$ cat src/rtl/frame_sync.sv
// Receive-side frame aligner: hunts for the FAS (F6 F6 F6 28 28 28), rebuilds row/col, strips FAS bytes.
// Define FRAME_SYNC_ERR_CNT_EN to add the saturating o_fas_err_cnt output.
module frame_sync #(
  parameter int COLS      = 1024,
  parameter int BAD_LIMIT = 3
) (
  input  logic        i_clk,
  input  logic        i_rst,
  input  logic [7:0]  i_frame_data,
  input  logic        i_frame_data_valid,
  output logic [7:0]  o_pyld_data,
  output logic        o_pyld_data_valid,
  output logic [1:0]  o_row_cnt,
  output logic [10:0] o_col_cnt,
  output logic        o_in_frame,
  output logic        o_fas_err,
  output logic        o_lof
`ifdef FRAME_SYNC_ERR_CNT_EN
  ,
  output logic [15:0] o_fas_err_cnt
`endif
);

  typedef enum logic [1:0] {
    ST_HUNT    = 2'd0,
    ST_PRESYNC = 2'd1,
    ST_SYNC    = 2'd2
  } state_e;

  localparam logic [10:0] COL_LAST = 11'(COLS - 1);
  localparam logic [2:0]  BAD_MAX  = 3'(BAD_LIMIT);
  localparam logic [47:0] FAS_WORD = 48'hF6F6F6_282828;
  localparam logic [7:0]  FAS_A1   = 8'hF6;
  localparam logic [7:0]  FAS_A2   = 8'h28;

  state_e      state_q, state_d;
  logic [39:0] sr_q, sr_d;
  logic [1:0]  row_q, row_d;
  logic [10:0] col_q, col_d;
  logic        mis_q, mis_d;
  logic [2:0]  bad_q, bad_d;

  logic [7:0]  pyld_data_q, pyld_data_d;
  logic        pyld_vld_q, pyld_vld_d;
  logic [1:0]  out_row_q, out_row_d;
  logic [10:0] out_col_q, out_col_d;
  logic        in_frame_q, in_frame_d;
  logic        fas_err_q, fas_err_d;
  logic        lof_q, lof_d;

  logic        fas_pos;
  logic        check_pt;
  logic        byte_bad;
  logic        mis_now;
  logic        hunt_match;
  logic [1:0]  row_nxt;
  logic [10:0] col_nxt;

  // Position decode and the running FAS comparison for the current byte.
  always_comb begin
    fas_pos    = (row_q == 2'd0) && (col_q < 11'd6);
    check_pt   = (row_q == 2'd0) && (col_q == 11'd5);
    byte_bad   = i_frame_data != ((col_q < 11'd3) ? FAS_A1 : FAS_A2);
    mis_now    = byte_bad | (mis_q & (col_q != 11'd0));
    hunt_match = ({sr_q, i_frame_data} == FAS_WORD);
    if (col_q == COL_LAST) begin
      col_nxt = 11'd0;
      row_nxt = row_q + 2'd1;
    end else begin
      col_nxt = col_q + 11'd1;
      row_nxt = row_q;
    end
  end

  always_comb begin
    // NOTE: every variable gets its hold/idle value first, so no path can infer a latch.
    state_d     = state_q;
    sr_d        = sr_q;
    row_d       = row_q;
    col_d       = col_q;
    mis_d       = mis_q;
    bad_d       = bad_q;
    pyld_data_d = pyld_data_q;
    pyld_vld_d  = 1'b0;
    out_row_d   = out_row_q;
    out_col_d   = out_col_q;
    fas_err_d   = 1'b0;
    lof_d       = 1'b0;

    if (i_frame_data_valid) begin
      sr_d = {sr_q[31:0], i_frame_data};
      case (state_q)
        ST_HUNT: begin
          // The matching byte is col 5, so the next valid byte sits at row 0, col 6.
          if (hunt_match) begin
            state_d = ST_PRESYNC;
            row_d   = 2'd0;
            col_d   = 11'd6;
          end
        end
        ST_PRESYNC, ST_SYNC: begin
          row_d = row_nxt;
          col_d = col_nxt;
          if (fas_pos) begin
            mis_d = mis_now;
          end else begin
            pyld_vld_d  = 1'b1;
            pyld_data_d = i_frame_data;
            out_row_d   = row_q;
            out_col_d   = col_q;
          end
          if (check_pt) begin
            if (state_q == ST_PRESYNC) begin
              if (mis_now) begin
                state_d = ST_HUNT;
                row_d   = 2'd0;
                col_d   = 11'd0;
              end else begin
                state_d = ST_SYNC;
              end
            end else if (!mis_now) begin
              bad_d = 3'd0;
            end else begin
              fas_err_d = 1'b1;
              if (bad_q + 3'd1 >= BAD_MAX) begin
                state_d = ST_HUNT;
                lof_d   = 1'b1;
                bad_d   = 3'd0;
                row_d   = 2'd0;
                col_d   = 11'd0;
              end else begin
                bad_d = bad_q + 3'd1;
              end
            end
          end
        end
        default: begin
          state_d = ST_HUNT;
          row_d   = 2'd0;
          col_d   = 11'd0;
        end
      endcase
    end

    in_frame_d = (state_d == ST_SYNC);
  end

  always_ff @(posedge i_clk) begin
    // NOTE: sequential state uses <= so every flop samples pre-edge values regardless of block order.
    if (i_rst) begin
      state_q     <= ST_HUNT;
      // NOTE: the shift register is real state that must start empty, so it is reset, unlike a RAM.
      sr_q        <= '0;
      row_q       <= '0;
      col_q       <= '0;
      mis_q       <= 1'b0;
      bad_q       <= '0;
      pyld_data_q <= '0;
      pyld_vld_q  <= 1'b0;
      out_row_q   <= '0;
      out_col_q   <= '0;
      in_frame_q  <= 1'b0;
      fas_err_q   <= 1'b0;
      lof_q       <= 1'b0;
    end else begin
      state_q     <= state_d;
      sr_q        <= sr_d;
      row_q       <= row_d;
      col_q       <= col_d;
      mis_q       <= mis_d;
      bad_q       <= bad_d;
      pyld_data_q <= pyld_data_d;
      pyld_vld_q  <= pyld_vld_d;
      out_row_q   <= out_row_d;
      out_col_q   <= out_col_d;
      in_frame_q  <= in_frame_d;
      fas_err_q   <= fas_err_d;
      lof_q       <= lof_d;
    end
  end

`ifdef FRAME_SYNC_ERR_CNT_EN
  logic [15:0] err_cnt_q, err_cnt_d;

  // Steps together with the o_fas_err pulse; survives LOF, cleared only by reset.
  always_comb begin
    err_cnt_d = err_cnt_q;
    if (fas_err_d && (err_cnt_q != 16'hFFFF)) begin
      err_cnt_d = err_cnt_q + 16'd1;
    end
  end

  always_ff @(posedge i_clk) begin
    if (i_rst) begin
      err_cnt_q <= '0;
    end else begin
      err_cnt_q <= err_cnt_d;
    end
  end

  assign o_fas_err_cnt = err_cnt_q;
`endif

  assign o_pyld_data       = pyld_data_q;
  assign o_pyld_data_valid = pyld_vld_q;
  assign o_row_cnt         = out_row_q;
  assign o_col_cnt         = out_col_q;
  assign o_in_frame        = in_frame_q;
  assign o_fas_err         = fas_err_q;
  assign o_lof             = lof_q;

endmodule
$ cat config.mk
export PLATFORM = sky130hd
export DESIGN_NAME = frame_sync
export DESIGN_NICKNAME = d
export VERILOG_FILES = /design/src/rtl/frame_sync.sv
export SDC_FILE = /design/constraint.sdc
export NUM_CORES = 1
export LEC_CHECK = 0
export CORE_MARGIN = 3
export CORE_UTILIZATION = 40
export CTS_BUF_LIST = sky130_fd_sc_hd__clkbuf_8
export CTS_CLUSTER_SIZE = 24
export DETAILED_ROUTE_END_ITERATION = 6
export DONT_BUFFER_PORTS = 1
export GPL_ROUTABILITY_DRIVEN = 0
export REMOVE_ABC_BUFFERS = 1
export SYNTH_ARGS = -nofsm -noshare
export SYNTH_HDL_FRONTEND = slang
export SYNTH_SLANG_ARGS = --single-unit
$ cat constraint.sdc
create_clock -name i_clk -period 6.2 [get_ports i_clk]
set_input_delay 0.31 -clock i_clk [delete_from_list [all_inputs] [get_ports i_clk]]
set_output_delay 0.31 -clock i_clk [all_outputs]
set_load 0.005 [all_outputs]
==> key figures <==
Clock network
  • CTS resizes: 0
  • Post-CTS Hold Fix Bufs: 2
  • CTS tree: built
  • CTS HTree Levels: 3
  • Max Root-Sink Buffers: 2
  • Post-CTS setup buffer count: 0
  • Skew-Pair Late Insertion Delay: 0.35 ns
  • Root buf cell: clkbuf_8
  • Clock-pin slew on the worst setup and hold paths: 0.10 ns
  • Num CTS Buffers: 9
  • Clock sink count: 84

Synth
  • Sequential area share after synthesis: 44.7%
  • Mapped Cells: 431
  • Post-Synthesis Cell Area: 3760 um^2
  • Avg Cell Area, Syn: 8.74 um^2
  • Synth Register Bits: 84
  • Xor-xnor portion of the synthesized cell area: 0.233%
  • EDFF count, synth: 0
  • Largest family of logic cells by synthesized area: simple AND/OR/NAND/NOR gates
  • Post-synthesis mux area share: 11.7%
  • Adder-cell share of the synthesized area: 2.99%
  • Synth warn: 0
  • Fraction of registers with async set/reset: 0%
  • Synth Area in Simple Gates: 26.1%
  • Main synth FF type: dfxtp_1
  • Synth Area in Compound Gates: 10.5%
  • Netlist cell types: 54

Worst setup path
  • Cell Chain, Critical Path: nor4_1 -> nand4_1 -> o41ai_4 -> nor2_2 -> a21oi_1 -> o22ai_1
  • Worst path max stage delay: 0.75 ns
  • CP required: 6.43 ns
  • Crit end category: flip-flop
  • CP Launch Type: flip-flop
  • CP max stage cell: o41ai_4
  • Critical path buffers and inverters: 0
  • Crit path max-delay family: compound AO/OA/AOI/OAI gates
  • Crit-path max FO: 12
  • CP Class: flip-flop to flip-flop
  • WP data arrival: 2.74 ns

Final layout
  • Antenna cell count: 0
  • Area delta synth->final: 8.21%
  • Non-Filler Instances: 541
  • Layout Nets: 448
  • Share of post-route cells with drive strength above 1: 7.16%

Detailed routing
  • Vias per cell: 5.50
  • Post-Route WL: 8.30 mm
  • DR vias: 2975
  • Average wire per standard cell: 15.3 um
  • Starting DRT DRC Count: 190
  • DRC viols: 0
  • Antenna viol nets, final: 0
  • DR pass1 iterations: 4

Power and ir drop
  • Leak: 1.50 nW
  • Power Total: 982 uW
  • Max VDD drop: 0.126 mV
  • Power Density: 241 nW/um^2

Timing
  • Final critical-path share of the clock period: 40.4%
  • Clk_skew: 0.0142 ns
  • Min Hold Slack: 0.0260 ns
  • Worst slew pin tran: 1.02 ns
  • Pins Over Slew Limit: 0
  • Fmax: 0.400 GHz
  • Min Tclk post-route: 2.50 ns
  • RSZ-0062 raised after global routing: false
  • Setup violators final: 0
  • Setup TNS: 0 ns
  • Final count of hold timing violations: 0
  • Slew HR: 32.1%
  • Final WS setup: 3.70 ns

Global route
  • First-pass GRT wire length: 13.8 mm
  • Largest net degree at the start of global routing: 78
  • Vias in the first global route: 2818
  • Total congestion overflow: 0
  • All-layer global routing usage: 16.4%
  • Initial antenna violation count: 0

Placement
  • Hpwl dp: 5.64 mm
  • Number of cells after detailed placement: 521
  • Place WS: 3.62 ns
  • Port buffer count: 0

Floorplan
  • Initial Utilization: 42.1%
  • Total core area: 8930 um^2
  • Row cnt: 34
  • Ports: 36
  • Total die area: 10600 um^2
  • Die Y-Extent: 103 um
  • Die width: 103 um

Hold path
  • Type of the most critical hold path: input port to flip-flop

Outcome
  • Outcome: finished clean

Flow run
  • Max Cap Viol: 0
-- power breakdown --
| part | internal (mW) | switching (mW) |
|---|---|---|
| Clock | 0.194 | 0.213 |
| Combinational | 0.0147 | 0.00959 |
| Sequential | 0.545 | 0.00550 |
| Total | 0.754 | 0.228 |
-- per-layer routing --
layer | up-vias | GRT usage, % | wire length (um)
met5 | - | 0 | 0
met4 | 0 | 4.58 | 97
met3 | 10 | 4.60 | 406
met2 | 66 | 25.1 | 3780
met1 | 1394 | 22.5 | 4020
li1 | 1505 | - | -
-- cell usage after synthesis (5+ instances only) --
cell type | instances | area share, %
a21oi_1 | 35 | 4.7
buf_1 | 8 | 0.80
clkbuf_1 | 9 | 0.90
dfxtp_1 | 84 | 45
ha_1 | 9 | 3.0
inv_1 | 17 | 1.7
mux2i_1 | 44 | 12
nand2_1 | 58 | 5.8
nand3_1 | 11 | 1.5
nand4_1 | 11 | 1.8
nand4b_1 | 6 | 1.4
nor2_1 | 59 | 5.9
nor3_1 | 5 | 0.66
nor4_1 | 5 | 0.83
o21ai_0 | 7 | 0.93
o22ai_1 | 5 | 0.83
or3_1 | 7 | 1.2
-- cell usage in the layout (no fill, tap or decap), types with 3 or more instances in the layout --
| cell type | instances |
|---|---|
| nand3_1 | 11 |
| or3_1 | 7 |
| clkbuf_8 | 9 |
| nor2b_1 | 4 |
| inv_1 | 18 |
| nand4b_1 | 6 |
| dfxtp_1 | 84 |
| nor4_1 | 5 |
| nor2_1 | 59 |
| mux2i_1 | 44 |
| nand2b_1 | 3 |
| ha_1 | 9 |
| o21ai_0 | 7 |
| o22ai_1 | 5 |
| nand4_1 | 11 |
| nor3_1 | 5 |
| nand2_1 | 58 |
| a21oi_1 | 35 |
| dlygate4sd3_1 | 4 |
| and4bb_2 | 3 |
-- final cells by class --
cell class / count / area [um^2]
flip-flops and latches: 84 / 1680
fillers: 890 / 4860
inverters: 17 / 63.8
clock inverters: 7 / 82.6
well taps: 108 / 135
clock buffers: 9 / 124
repair buffers: 5 / 47.5
multi-input cells: 311 / 1940
-- logic make-up (layout without fill, tap and decap cells) --
family	after synthesis	in the layout
adder cells (fa/ha/maj)	9	9
AND/OR/NAND/NOR	193	193
AO/OA/AOI/OAI	64	64
buffers and inverters	36	38
multiplexers	44	44
flip-flops	84	84
XOR/XNOR	1	1
-- state kept, by name (all words and copies together) (netlist names) --
register / cells
sr_q: 40
col_q: 11
o_col_cnt: 11
o_pyld_data: 8
bad_q: 3
o_row_cnt: 2
row_q: 2
state_q: 2
mis_q: 1
o_fas_err: 1
o_in_frame: 1
o_lof: 1
o_pyld_data_valid: 1
-- worst paths after layout --
path / startpoint / end / slack (ns) / cells after the start
setup / recovery: sr_q[0]$_SDFFE_PP0P_ / row_q[1]$_SDFFE_PP0P_ / 3.70 / 6
hold / removal: i_rst / sr_q[2]$_SDFFE_PP0P_ / 0.03 / 1
setup reg to reg: sr_q[0]$_SDFFE_PP0P_ / row_q[1]$_SDFFE_PP0P_ / 3.70 / 6
hold reg to reg: row_q[1]$_SDFFE_PP0P_ / o_row_cnt[1]$_SDFFE_PP0P_ / 0.45 / 2
-- metrics by stage --
step | area, um^2 | util, %
finish | 4070 | 45.6
global route | 4070 | 45.6
CTS | 4050 | 45.4
detailed placement | 3830 | 42.8
global placement | 3830 | 42.8
floorplan | 3680 | -
Note: power is estimated with default switching activity, not from simulation.
